**src/rtl/mul_pkg.sv**
```systemverilog
// Shared definitions for the sequential shift-and-add multiplier.
package mul_pkg;

  // Default operand width and the matching iteration counter width.
  localparam int MUL_WIDTH = 32;
  localparam int CNT_W     = $clog2(MUL_WIDTH);

  typedef enum logic [1:0] {
    IDLE = 2'b00,
    RUN  = 2'b01,
    FIX  = 2'b10,
    DONE = 2'b11
  } state_t;

endpackage

```
**src/rtl/mul_add_shift.sv**
```systemverilog
// One shift-and-add iteration: conditional add of the multiplicand into the
// upper half, then a 1-bit right shift of {carry, acc, mq}.
module mul_add_shift #(
  parameter int WIDTH = 32
) (
  input  logic [WIDTH-1:0] acc,
  input  logic [WIDTH-1:0] mq,
  input  logic [WIDTH-1:0] mcand,
  output logic [WIDTH-1:0] acc_nxt,
  output logic [WIDTH-1:0] mq_nxt
);

  logic [WIDTH:0] sum;

  // Add when the current multiplier LSB is set, keep the carry, shift right.
  always_comb begin
    sum = {1'b0, acc};
    if (mq[0]) sum = {1'b0, acc} + {1'b0, mcand};
    acc_nxt = sum[WIDTH:1];
    mq_nxt  = {sum[0], mq[WIDTH-1:1]};
  end

endmodule

```
**src/rtl/mul_seq_32.sv**
```systemverilog
// Sequential WIDTH x WIDTH multiplier, one partial product per cycle.
// Optional macro MUL_SIGNED_EN: two's complement operands via magnitude
// multiply plus a final conditional negate (one extra FIX cycle).
//
// state | meaning
// ------+-------------------------------------------------------------
// IDLE  | waiting for start
// RUN   | one add/shift iteration per cycle, count runs WIDTH-1 .. 0
// FIX   | negate the magnitude product when operand signs differed
// DONE  | done pulse; p/Z/N just loaded; start here chains straight to RUN
module mul_seq_32
  import mul_pkg::*;
#(
  parameter int WIDTH = 32
) (
  input  logic               clk,
  input  logic               rst_n,
  input  logic               start,
  input  logic [WIDTH-1:0]   a,
  input  logic [WIDTH-1:0]   b,
  output logic               busy,
  output logic               done,
  output logic [2*WIDTH-1:0] p,
  output logic               Z,
  output logic               N
);

  localparam int PW = 2 * WIDTH;
  localparam int CW = $clog2(WIDTH);

  state_t           state_q, state_d;
  logic [CW-1:0]    cnt_q, cnt_d;
  logic [WIDTH-1:0] acc_q, acc_d;
  logic [WIDTH-1:0] mq_q, mq_d;
  logic [WIDTH-1:0] mcand_q, mcand_d;
  logic             busy_q, busy_d;
  logic             done_q, done_d;
  logic [PW-1:0]    p_q, p_d;
  logic             z_q, z_d;
  logic             n_q, n_d;
  logic [WIDTH-1:0] acc_nx, mq_nx;
`ifdef MUL_SIGNED_EN
  logic             neg_q, neg_d;
  logic [PW-1:0]    prod_mag;
`endif

  mul_add_shift #(.WIDTH(WIDTH)) u_add_shift (
    .acc     (acc_q),
    .mq      (mq_q),
    .mcand   (mcand_q),
    .acc_nxt (acc_nx),
    .mq_nxt  (mq_nx)
  );

`ifdef MUL_SIGNED_EN
  assign prod_mag = {acc_q, mq_q};
`endif

  // Next-state, datapath and result-register computation.
  always_comb begin
    state_d = state_q;
    cnt_d   = cnt_q;
    acc_d   = acc_q;
    mq_d    = mq_q;
    mcand_d = mcand_q;
    p_d     = p_q;
    done_d  = 1'b0;
`ifdef MUL_SIGNED_EN
    neg_d   = neg_q;
`endif
    case (state_q)
      IDLE, DONE: begin
        state_d = IDLE;
        if (start) begin
          state_d = RUN;
          cnt_d   = CW'(WIDTH - 1);
          acc_d   = '0;
`ifdef MUL_SIGNED_EN
          mcand_d = a[WIDTH-1] ? -a : a;
          mq_d    = b[WIDTH-1] ? -b : b;
          neg_d   = a[WIDTH-1] ^ b[WIDTH-1];
`else
          mcand_d = a;
          mq_d    = b;
`endif
        end
      end
      RUN: begin
        acc_d = acc_nx;
        mq_d  = mq_nx;
        if (cnt_q == '0) begin
`ifdef MUL_SIGNED_EN
          state_d = FIX;
`else
          state_d = DONE;
          p_d     = {acc_nx, mq_nx};
          done_d  = 1'b1;
`endif
        end else begin
          cnt_d = cnt_q - CW'(1);
        end
      end
      FIX: begin
`ifdef MUL_SIGNED_EN
        state_d = DONE;
        p_d     = neg_q ? -prod_mag : prod_mag;
        done_d  = 1'b1;
`else
        state_d = IDLE;
`endif
      end
    endcase
    // Flags only move together with a new product so reset p=0 keeps Z=0.
    z_d    = done_d ? (p_d == '0) : z_q;
    n_d    = done_d ? p_d[PW-1]   : n_q;
    busy_d = (state_d == RUN) || (state_d == FIX);
  end

  // State and result registers, cleared asynchronously.
  always_ff @(posedge clk or negedge rst_n) begin
    if (!rst_n) begin
      state_q <= IDLE;
      cnt_q   <= '0;
      acc_q   <= '0;
      mq_q    <= '0;
      mcand_q <= '0;
      busy_q  <= 1'b0;
      done_q  <= 1'b0;
      p_q     <= '0;
      z_q     <= 1'b0;
      n_q     <= 1'b0;
`ifdef MUL_SIGNED_EN
      neg_q   <= 1'b0;
`endif
    end else begin
      state_q <= state_d;
      cnt_q   <= cnt_d;
      acc_q   <= acc_d;
      mq_q    <= mq_d;
      mcand_q <= mcand_d;
      busy_q  <= busy_d;
      done_q  <= done_d;
      p_q     <= p_d;
      z_q     <= z_d;
      n_q     <= n_d;
`ifdef MUL_SIGNED_EN
      neg_q   <= neg_d;
`endif
    end
  end

  assign busy = busy_q;
  assign done = done_q;
  assign p    = p_q;
  assign Z    = z_q;
  assign N    = n_q;

endmodule

```
**config.mk**
```make
export PLATFORM = sky130hd
export DESIGN_NAME = mul_seq_32
export DESIGN_NICKNAME = d
export VERILOG_FILES = /design/src/rtl/mul_pkg.sv /design/src/rtl/mul_add_shift.sv /design/src/rtl/mul_seq_32.sv
export SDC_FILE = /design/constraint.sdc
export NUM_CORES = 1
export LEC_CHECK = 0
export CELL_PAD_IN_SITES_DETAIL_PLACEMENT = 2
export CELL_PAD_IN_SITES_GLOBAL_PLACEMENT = 2
export CORE_MARGIN = 3
export CORE_UTILIZATION = 36
export CTS_BUF_LIST = sky130_fd_sc_hd__clkbuf_16
export CTS_CLUSTER_DIAMETER = 120
export CTS_CLUSTER_SIZE = 30
export DETAILED_ROUTE_END_ITERATION = 16
export PLACE_DENSITY_LB_ADDON = 0.1
export SETUP_SLACK_MARGIN = 0.1
export SLEW_MARGIN = 20
export SYNTH_ARGS = -nofsm -noshare
export SYNTH_HDL_FRONTEND = slang
export SYNTH_HIERARCHICAL = 1
export SYNTH_SLANG_ARGS = --single-unit
```
**constraint.sdc**
```tcl
create_clock -name clk -period 4.85 [get_ports clk]
set_input_delay 0.7275 -clock clk [delete_from_list [all_inputs] [get_ports clk]]
set_output_delay 0.7275 -clock clk [all_outputs]
set_load 0.01 [all_outputs]
```
==> impl_metrics.tcl <==
set metrics [dict create \
    setup_ws_ns 0.8875 \
    drt_pass1_iterations 4 \
    cts_buffers 17 \
    report.final.slew_viol_count 0 \
    first_iter_violations 387 \
    antenna_found_initial 0 \
    post-route-drc-count 0 \
    ctsHoldBuffers 0 \
    synth_top_family_by_area "multiplexers" \
    whs_ns 0.3515 \
    startpoint_type "register" \
    drtAntennaViolNets 0 \
    synth_edf_count 0 \
    grt_overflow 0 \
    vias_per_cell 5.500 \
    r2r_setup_slack_ns 0.89 \
    area.growth.synth_to_final_pct 21.13 \
    skew_ns 0.02173 \
    yosysSeqAreaShare_pct 44.70 \
    worst-slew-pin-transition_ns 0.9404 \
    clock-sinks 171 \
    synth_xor_area_share_pct 1.921 \
    crit_family "simple AND/OR/NAND/NOR gates" \
    r2r_end "Z$_DFFE_PN0P_" \
    dp_cells 1323 \
    die_w_um 169.1 \
    finalSetupTns_ns 0 \
    rsz0062_at_grt "no" \
    grt.total_usage_pct 21.77 \
    rows 59 \
    min_path_type "in2async" \
    crit_path_end_kind "register" \
    cts_htree_levels 4 \
    design_power_total_w 0.007198 \
    postRouteWirelength_um 30540 \
    core_um2 26130 \
    clock_latency_ns 0.45 \
    worstReg2RegStart "acc_q[0]$_DFFE_PN0P_" \
    synth-seq-cells 171 \
    path_cells "ha_1 > fa_1 > a21o_1 > a221oi_4 > o21ai_2 > nand4_1 > o21ai_0 > or3_1 > nor4_1 > nand4_1 > or4_1 > o21ai_0" \
    cp.depth 12 \
    avgSynthCellArea_um2 10.38 \
    final_cells 1355 \
    worstPathRequired_ns 5.20 \
    async_reset_ff_share_pct 100.0 \
    synthAdderAreaFrac_pct 5.045 \
    yosysWarnings 6 \
    ioPinCount 135 \
    cts-root-buf "clkbuf_16" \
    relSlewSlack_pct 37.31 \
    dieArea_um2 28580 \
    routedWlPerCell_um 22.54 \
    port_buffers 134 \
    worstPathArrival_ns 4.32 \
    cp_max_fo 5 \
    post-cts-setup-buffers 0 \
    fp.dieH_um 169.1 \
    critPathCapture "Z$_DFFE_PN0P_" \
    clkSlewWorstSetupHoldPaths_ns 0.08 \
    synth_cell_types 68 \
    synth_mux_area_share_pct 17.67 \
    synth_flop_cell "dfrtp_1" \
    path_class "reg2reg" \
    clockBufferDepth 2 \
    synth_compound_area_share_pct 11.50 \
    critPathLaunch "acc_q[0]$_DFFE_PN0P_" \
    maxCapViolCount 0 \
    cp.buffers_inverters 0 \
    synthesis.nets 1027 \
    fmax_ghz 0.2524 \
    max_stage_delay_ns 0.53 \
    p_leak_nw 5.328 \
    synth_cells 922 \
    grt_max_degree 87 \
    period_share_pct 81.70 \
    reg2regPathDepth 12 \
    netlist_area_um2 9573 \
    peakVddDrop_v 0.0002584 \
    layout_min_cycle_time_ns 3.962 \
    num_vias 7453 \
    grt_pass1_vias 8269 \
    grt_pass1_wl_um 48450 \
    pre_cts_slack_ns 0.9054 \
    cpMaxStageDelayCell "or4_1" \
    drive_gt1_share_pct 16.86 \
    p_per_area_nw_per_um2 620.7 \
    setup_viol 0 \
    nNetsFinal 1112 \
    status "finished clean" \
    cts-resized-gates 0 \
    synthSimpleGateAreaFrac_pct 13.92 \
    start_util_pct 36.63 \
    finalHoldViolations 0 \
    n_antenna_cell 0 \
    place_hpwl_um 21480 \
    globalplace.congestion 0.8223 \
    nFillCells 2778 \
    cts_tree "yes" \
]
[worst min path at each step]
stage                     cells past startpoint  slack [ns]                    end
final                                         1        0.35  acc_q[17]$_DFFE_PN0P_
after global routing                          1        0.41  acc_q[17]$_DFFE_PN0P_
after CTS                                     1        0.40  acc_q[17]$_DFFE_PN0P_
after detailed placement                      2        0.47          N$_DFFE_PN0P_
after global placement                        2        0.47          N$_DFFE_PN0P_
after floorplan                               0        0.43          N$_DFFE_PN0P_
[synthesized netlist by cell type (all sizes together), types with 2 or more instances]
| cell type | n | area, µm² |
|---|---|---|
| and3 | 4 | 25.02 |
| nor4 | 20 | 125.1 |
| nand2 | 146 | 550.5 |
| and2 | 3 | 18.77 |
| o211ai | 4 | 35.03 |
| a22oi | 3 | 22.52 |
| xor2 | 8 | 70.07 |
| a21o | 11 | 83.83 |
| o21ai | 63 | 319.0 |
| o21a | 5 | 37.54 |
| a211o | 5 | 52.55 |
| nor3 | 8 | 40.04 |
| a21oi | 39 | 195.2 |
| o31ai | 6 | 45.04 |
| nand4 | 18 | 112.6 |
| dfrtp | 171 | 4279 |
| a221oi | 3 | 43.80 |
| a2111o | 2 | 22.52 |
| a211oi | 5 | 42.54 |
| nand2b | 4 | 25.02 |
| inv | 12 | 45.04 |
| buf | 56 | 370.4 |
| xnor2 | 13 | 113.9 |
| mux2i | 37 | 370.4 |
| nor2b | 2 | 12.51 |
| ha | 37 | 462.9 |
| a21boi | 2 | 18.77 |
| clkbuf | 23 | 86.33 |
| or3 | 2 | 12.51 |
| o21bai | 7 | 52.55 |
| mux2 | 112 | 1321 |
| nor2 | 21 | 78.83 |
| nand3 | 48 | 240.2 |
| nor4b | 2 | 38.78 |
| a31oi | 2 | 18.77 |
[metal layers]
layer	part of all wire (%)	GRT usage (%)	up-vias
li1	-	-	3449
met1	46	29.43	3856
met2	49	36.95	127
met3	3.8	3.783	21
met4	1.0	4.445	0
met5	0	0	-
[through the flow]
step / utilization, % / cell area, µm²
after floorplan: - / 9573
after global placement: 42.06 / 10990
after detailed placement: 42.06 / 10990
after CTS: 44.34 / 11590
after global routing: 44.37 / 11600
final: 44.37 / 11600
[worst reg2reg max path, cell delays in order, from the launching register on]
cell and delay (ns):
dfrtp_1 0.40, ha_1 0.25, fa_1 0.43, a21o_1 0.25, a221oi_4 0.44, o21ai_2 0.20
nand4_1 0.20, o21ai_0 0.11, or3_1 0.37, nor4_1 0.41, nand4_1 0.15, or4_1 0.54
o21ai_0 0.14
[report_power, final]
part           switching, W  internal, W
logic               0.00229      0.00135
clock network      0.000702     0.000697
registers          0.000359      0.00180
total               0.00335      0.00385
[kinds of logic after synthesis]
| logic type | Yosys count |
|---|---|
| mux | 149 |
| fa+ha+maj | 38 |
| simple gates | 284 |
| flops | 171 |
| buf+inv | 91 |
| compound gates | 168 |
| xor+xnor | 21 |
[cell type report]
type | count | area, µm² | share of cell area [%]
multi-input cells | 660 | 4831 | 41.66
clock inverters | 15 | 171.4 | 1.478
clock buffers | 17 | 425.4 | 3.669
flip-flops and latches | 171 | 4279 | 36.90
inverters | 12 | 45.04 | 0.3884
well taps | 335 | 419.2 | 3.615
repair buffers | 145 | 1425 | 12.29
[flip-flops by register name, indices dropped and copies added, names as in the netlist]
name and flops:
state_q 2, busy 1, done 1, mq_q 32
N 1, cnt_q 5, p 64, Z 1
mcand_q 32, acc_q 32
[layout by cell type (no fill, tap or decap), types with 4 or more instances in the layout]
cell             instances
nor3_1                   8
o21a_1                   5
nand4_1                 18
buf_4                   11
nand2_1                145
clkbuf_16               17
inv_8                    6
nand2b_1                 4
xor2_1                   8
and3_1                   4
nor2_1                  21
o21bai_1                 7
a21oi_1                 39
mux2i_1                 36
a211oi_1                 4
nand3_1                 48
dfrtp_1                171
o21ai_0                 59
clkinv_8                 4
mux2_4                  16
xnor2_1                 13
ha_1                    36
o31ai_1                  6
clkdlybuf4s50_1        133
inv_1                   13
a211o_1                  4
mux2_2                  96
nor4_1                  20
a21o_1                  10
No activity file was read; power rests on OpenSTA's default activity.
